### src/rtl/wb_regfile_commit.sv
// -----------------------------------------------------------------------------
// wb_regfile_commit
//
// Consumer end of the writeback path. The MEM/WB bundle is registered into a
// one-entry pending stage (the "commit" registers). One edge later the pending
// write lands in a 2**ADDR_W-entry register file. Two combinational read ports
// serve decode. Each port bypasses the pending write, so a result is visible
// on the read ports one edge earlier than it is visible in the array.
//
// Ports
//   clk            rising-edge clock
//   rst_n          asynchronous active-low reset
//   wb_valid_i     writeback bundle valid this cycle
//   wb_we_i        instruction writes a register
//   wb_sel_i       00=ALU, 01=memory, 10=PC+4 (link), 11=illegal
//   wb_alu_i       ALU result
//   wb_mem_i       load data
//   wb_pcplus4_i   PC+4 of the instruction
//   wb_rd_i        destination register (ignored for link writebacks)
//   rs_addr_i      read port A address
//   rt_addr_i      read port B address
//   rs_data_o      read port A data (combinational, bypassed)
//   rt_data_o      read port B data (combinational, bypassed)
//   commit_o       a register write is pending this cycle
//   commit_addr_o  pending write address
//   commit_data_o  pending write data
//   sel_err_o      sticky flag: illegal select seen with valid & we
// -----------------------------------------------------------------------------
module wb_regfile_commit #(
   parameter int DATA_W   = 32,
   parameter int ADDR_W   = 5,
   parameter int LINK_REG = 31
) (
   input  logic              clk,
   input  logic              rst_n,
   input  logic              wb_valid_i,
   input  logic              wb_we_i,
   input  logic [1:0]        wb_sel_i,
   input  logic [DATA_W-1:0] wb_alu_i,
   input  logic [DATA_W-1:0] wb_mem_i,
   input  logic [DATA_W-1:0] wb_pcplus4_i,
   input  logic [ADDR_W-1:0] wb_rd_i,
   input  logic [ADDR_W-1:0] rs_addr_i,
   input  logic [ADDR_W-1:0] rt_addr_i,
   output logic [DATA_W-1:0] rs_data_o,
   output logic [DATA_W-1:0] rt_data_o,
   output logic              commit_o,
   output logic [ADDR_W-1:0] commit_addr_o,
   output logic [DATA_W-1:0] commit_data_o,
   output logic              sel_err_o
);

   localparam int NREG = 2 ** ADDR_W;

   localparam logic [1:0] SEL_ALU  = 2'b00;
   localparam logic [1:0] SEL_MEM  = 2'b01;
   localparam logic [1:0] SEL_LINK = 2'b10;
   localparam logic [1:0] SEL_ILL  = 2'b11;

   localparam logic [ADDR_W-1:0] LINK_ADDR = ADDR_W'(LINK_REG);

   // --------------------------------------------------------------------------
   // Pending (commit) stage
   // --------------------------------------------------------------------------
   logic              commit_q,      commit_d;
   logic [ADDR_W-1:0] commit_addr_q, commit_addr_d;
   logic [DATA_W-1:0] commit_data_q, commit_data_d;
   logic              sel_err_q,     sel_err_d;

   logic              wr_req;
   logic              capture;
   logic              illegal;
   logic [ADDR_W-1:0] wb_addr;
   logic [DATA_W-1:0] wb_data;

   assign wr_req  = wb_valid_i & wb_we_i;
   assign capture = wr_req & (wb_sel_i != SEL_ILL);
   assign illegal = wr_req & (wb_sel_i == SEL_ILL);

   // Link writebacks always target the link register; rd is ignored for them.
   assign wb_addr = (wb_sel_i == SEL_LINK) ? LINK_ADDR : wb_rd_i;

   always_comb begin
      wb_data = wb_alu_i;
      unique case (wb_sel_i)
         SEL_ALU:  wb_data = wb_alu_i;
         SEL_MEM:  wb_data = wb_mem_i;
         SEL_LINK: wb_data = wb_pcplus4_i;
         default:  wb_data = wb_alu_i;   // illegal code is never captured
      endcase
   end

   always_comb begin
      commit_d      = 1'b0;
      commit_addr_d = commit_addr_q;
      commit_data_d = commit_data_q;
      sel_err_d     = sel_err_q | illegal;
      if (capture) begin
         // A write to r0 is captured but never flagged as a commit, so it
         // neither updates the array nor bypasses onto the read ports.
         commit_addr_d = wb_addr;
         commit_data_d = wb_data;
         commit_d      = (wb_addr != '0);
      end
   end

   always_ff @(posedge clk or negedge rst_n) begin
      if (!rst_n) begin
         commit_q      <= 1'b0;
         commit_addr_q <= '0;
         commit_data_q <= '0;
         sel_err_q     <= 1'b0;
      end else begin
         commit_q      <= commit_d;
         commit_addr_q <= commit_addr_d;
         commit_data_q <= commit_data_d;
         sel_err_q     <= sel_err_d;
      end
   end

   assign commit_o      = commit_q;
   assign commit_addr_o = commit_addr_q;
   assign commit_data_o = commit_data_q;
   assign sel_err_o     = sel_err_q;

   // --------------------------------------------------------------------------
   // Register file
   // --------------------------------------------------------------------------
   // Every entry is cleared by reset, which rules out a RAM macro; the array
   // is built from flops. Entry 0 is reset and never written, so it holds 0,
   // and the read ports additionally force address 0 to 0.
   logic [DATA_W-1:0] rf_q [0:NREG-1];

   always_ff @(posedge clk or negedge rst_n) begin
      if (!rst_n) begin
         for (int i = 0; i < NREG; i++) begin
            rf_q[i] <= '0;
         end
      end else if (commit_q && (commit_addr_q != '0)) begin
         rf_q[commit_addr_q] <= commit_data_q;
      end
   end

   // --------------------------------------------------------------------------
   // Read ports with bypass of the pending write
   // --------------------------------------------------------------------------
   logic [ADDR_W-1:0] rd_addr [0:1];
   logic [DATA_W-1:0] rd_data [0:1];

   assign rd_addr[0] = rs_addr_i;
   assign rd_addr[1] = rt_addr_i;

   generate
      for (genvar gi = 0; gi < 2; gi++) begin : g_rd_port
         always_comb begin
            rd_data[gi] = rf_q[rd_addr[gi]];
            if (rd_addr[gi] == '0) begin
               rd_data[gi] = '0;
            end else if (commit_q && (rd_addr[gi] == commit_addr_q)) begin
               // The pending value is newer than anything in the array.
               rd_data[gi] = commit_data_q;
            end
         end
      end
   endgenerate

   assign rs_data_o = rd_data[0];
   assign rt_data_o = rd_data[1];

endmodule

### config.mk
export PLATFORM = sky130hd
export DESIGN_NAME = wb_regfile_commit
export DESIGN_NICKNAME = d
export VERILOG_FILES = /design/src/rtl/wb_regfile_commit.sv
export SDC_FILE = /design/constraint.sdc
export NUM_CORES = 2
export LEC_CHECK = 0
export CORE_UTILIZATION = 50
export CTS_BUF_LIST = sky130_fd_sc_hd__clkbuf_8
export CTS_CLUSTER_DIAMETER = 100
export DETAILED_ROUTE_END_ITERATION = 10
export PLACE_DENSITY = 0.79
export SYNTH_ARGS = -nofsm -noshare
export SYNTH_HDL_FRONTEND = slang
export SYNTH_SLANG_ARGS = --single-unit
export TNS_END_PERCENT = 1
### constraint.sdc
create_clock -name clk -period 4.9 [get_ports clk]
set_clock_uncertainty 0.2 [all_clocks]
set_input_delay 1.47 -clock clk [delete_from_list [all_inputs] [get_ports clk]]
set_output_delay 1.47 -clock clk [all_outputs]
set_load 0.03 [all_outputs]
==> results.toml <==
[floorplanning]
dieArea_mm2 = 0.116
start_util_pct = 50.4
die_w_um = 341
ios = 220
die_h_um = 341
core_area_mm2 = 0.114
row_count = 124

[hold_path]
hold_class = "reg -> reg"
hold_depth = 0

[final_layout]
nNetsFinal = 4726
drive_gt1_share_pct = 54.4
syn2layout_area_growth_pct = 24.2
post-route-util_pct = 62.6
postLayoutCellArea_mm2 = 0.0714
fill_cells = 8102

[placed_design]
dpl_worst_slack_ns = -0.860
gp_congestion = 0.946
port_buffers = 219
dp_hpwl_um = 129000
place_area_mm2 = 0.0652

[flow_run]
cap_violations = 0

[logic_synthesis]
synth_area_leader_cell = "dfrtp_1"
synth_area_mm2 = 0.0575
synthDistinctLibCells = 74
post-synth-top-area-fraction_pct = 46.2
synth_area_leaders = "dfrtp_1, mux2_2, mux4_2"
ys_warn_count = 0
syn_avg_cell_area_um2 = 14.0
yosysSeqAreaShare_pct = 46.2
synth-seq-cells = 1063
yosys_most_used_dff = "dfrtp_1"
synth_edf_count = 0
synthArstFlopShare_pct = 100
syn-num-nets = 4224
synthCells = 4104

[critical_path]
crit_type = "in -> out"
crit_buf_inv = 5
slowest_stage = "mux4_2"
critical_path_depth = 9
max_stage_delay_ns = 0.51
worstPathMaxFanout = 8
worstSetupEndpointType = "output port"
critical_path_required_ns = 3.23
crit_top_cell = "buf_12"
crit_family = "compound AO/OA/AOI/OAI gates"
setup.worst_path.start_class = "primary input"
cp.arrival_ns = 3.49
rr_worst_depth = 5
path_cells = "buf_16 -> buf_6 -> buf_12 -> buf_12 -> mux4_2 -> a22oi_2 -> a21oi_1 -> a211o_2 -> buf_12"

[power_and_ir_drop]
p_seq_share_pct = 43.9
clkPwrFrac_pct = 31.7
cellInternalPower_uw = 17800
comb_power_share_pct = 24.5
p_sw_share_pct = 30.8
cellPowerDensity_mw_per_mm2 = 360
irDropWorstVdd_uv = 308
p_sw_uw = 7920
p_leak_uw = 0.0326

[detailed_routing]
drt_iter0_drc = 5770
via_per_inst = 6.96
wl_per_cell_um = 32.9
drt-total-wl_um = 206000
ant_nets = 0
vias = 43551
firstDrtPassIters = 6
drc = 0

[global_routing]
grt_pass1_wl_um = 300000
grt_overflow = 0
grt_pass1_vias = 44610
grt_antenna_before_repair = 6
grt_usage_pct = 35.3
grt_max_degree = 124

[sta]
grt_setup_unrepaired = "yes"
worst_slack_ns = -0.264
period_needed_ns = 5.16
setup_viol = 64
slew_headroom_pct = 5.05
report.final.slew_viol_count = 0
worstMarginPinSlew_ns = 1.42
min_period_over_period_pct = 105
max_freq_ghz = 0.194
finalHoldViolations = 0
whs_ns = 0.199

[run_status]
violations = "negative setup slack"
status = "finished, violations left"

[clock_network]
cts_max_level = 4
cts_buffer_depth = 3
cts-root-buf = "clkbuf_8"
cts_tree = "built"
clock_latency_ns = 0.90
path_clk_slew_ns = 0.06
clock-sinks = 1063
cts_inserted_buffers = 176
-- repair_timing --
item	4_1_cts	5_1_grt
setup buffers	43	11
hold buffers	0	0
pin swaps	74	38
resized for setup	286	117
endpoints found under the setup margin	64	64
gates cloned	11	1
-- cells by family (layout without fill, tap and decap cells) --
group | after synthesis | after routing | synth area share [%]
AO/OA/AOI/OAI | 587 | 587 | 7.12
AND/OR/NAND/NOR | 342 | 342 | 2.84
multiplexers | 1636 | 1636 | 39.4
buffers and inverters | 463 | 1098 | 4.17
flip-flops | 1063 | 1063 | 46.2
adder cells (fa/ha/maj) | 3 | 3 | 0.0653
XOR/XNOR | 10 | 10 | 0.152
other | 0 | 7 | 0
-- area by class of cell --
class / instances / area (um^2) / share of cell area, %
inverter: 7 / 33.8 / 0.0473
sequential: 1063 / 26600 / 37.2
multi-input combinational: 2578 / 30000 / 42.0
clock inverter: 76 / 414 / 0.580
tap: 1512 / 1890 / 2.65
antenna: 7 / 17.5 / 0.0245
clock buffer: 235 / 3230 / 4.53
timing repair buffer: 780 / 9210 / 12.9
-- registers in the layout (all words and copies together), names as in the netlist --
register and flops:
rf_q 1024, sel_err_o 1, commit_addr_o 5, commit_data_o 32, commit_o 1
-- per-stage QoR --
step | TNS (ns) | total power, uW | instances
2_1_floorplan | -1.27 | 14600 | 4104
3_3_place_gp | -28.13 | 16900 | 5876
3_5_place_dp | -29.53 | 17100 | 5876
4_1_cts | -10.45 | 25500 | 6239
5_1_grt | -12.84 | 26600 | 6253
6_report | -11.17 | 25700 | 6258
-- cells in the final DEF, fill, tap and decap left out, drive strengths merged, types with 33 or more instances in the layout --
| master | netlist | layout |
|---|---|---|
| mux4 | 397 | 397 |
| a211oi | 45 | 45 |
| clkbuf | 265 | 236 |
| o21ai | 91 | 91 |
| inv | 5 | 58 |
| nor2b | 37 | 37 |
| o22ai | 54 | 54 |
| a22oi | 122 | 122 |
| a221oi | 33 | 33 |
| mux2 | 1029 | 1029 |
| nor2 | 114 | 114 |
| nand2 | 89 | 89 |
| buf | 190 | 633 |
| mux2i | 210 | 210 |
| dfrtp | 1063 | 1063 |
| a21oi | 102 | 102 |
| clkdlybuf4s50 | 0 | 144 |
-- cells in the mapped netlist (8+ instances only) --
cell          n
nor4_1       13
mux2_2     1021
buf_4        22
mux4_2      385
a31oi_1      11
o21ai_0      89
buf_2        76
dfrtp_1    1063
clkbuf_1    264
nor3_1       29
a21oi_1     102
a22o_1       23
a211o_1      19
nor2b_1      37
nor2_1      113
o22ai_1      54
mux4_1       12
mux2_1        8
nand2b_1     10
a2111oi_0    15
nand2_1      89
mux2i_1     210
buf_1        43
nand3_1       9
a22oi_1     122
buf_6        33
buf_12        9
o211ai_1     10
a221oi_1     32
xnor2_1       9
a211oi_1     45
-- metal layers --
layer	global-route usage [%]	up-vias	share of wire (%)
met3	12.1	901	13
met5	0	-	0.027
li1	-	16884	-
met2	51.4	3278	44
met4	21.8	8	6.7
met1	45.4	22480	36
-- power by group through the flow --
stage | clock (uW) | combinational [uW] | sequential (uW)
5_1_grt | 8580 | 6590 | 11400
2_1_floorplan | 0 | 3630 | 11000
3_5_place_dp | 0 | 5810 | 11300
6_report | 8150 | 6310 | 11300
3_3_place_gp | 0 | 5670 | 11200
4_1_cts | 8160 | 6100 | 11200
-- worst paths after layout --
path | from | endpoint | slack, ns
setup reg to reg | commit_addr_o[3] | rf_q[739] | 1.08
hold / removal | rf_q[1015] | rf_q[1015] | 0.20
setup / recovery | rs_addr_i[0] | rs_data_o[11] | -0.26
hold reg to reg | rf_q[1015] | rf_q[1015] | 0.20
max in group asynchronous | rst_n | rf_q[138] | 2.94
min in group asynchronous | rst_n | rf_q[982] | 0.41
Power figures use the tool's default switching activity.
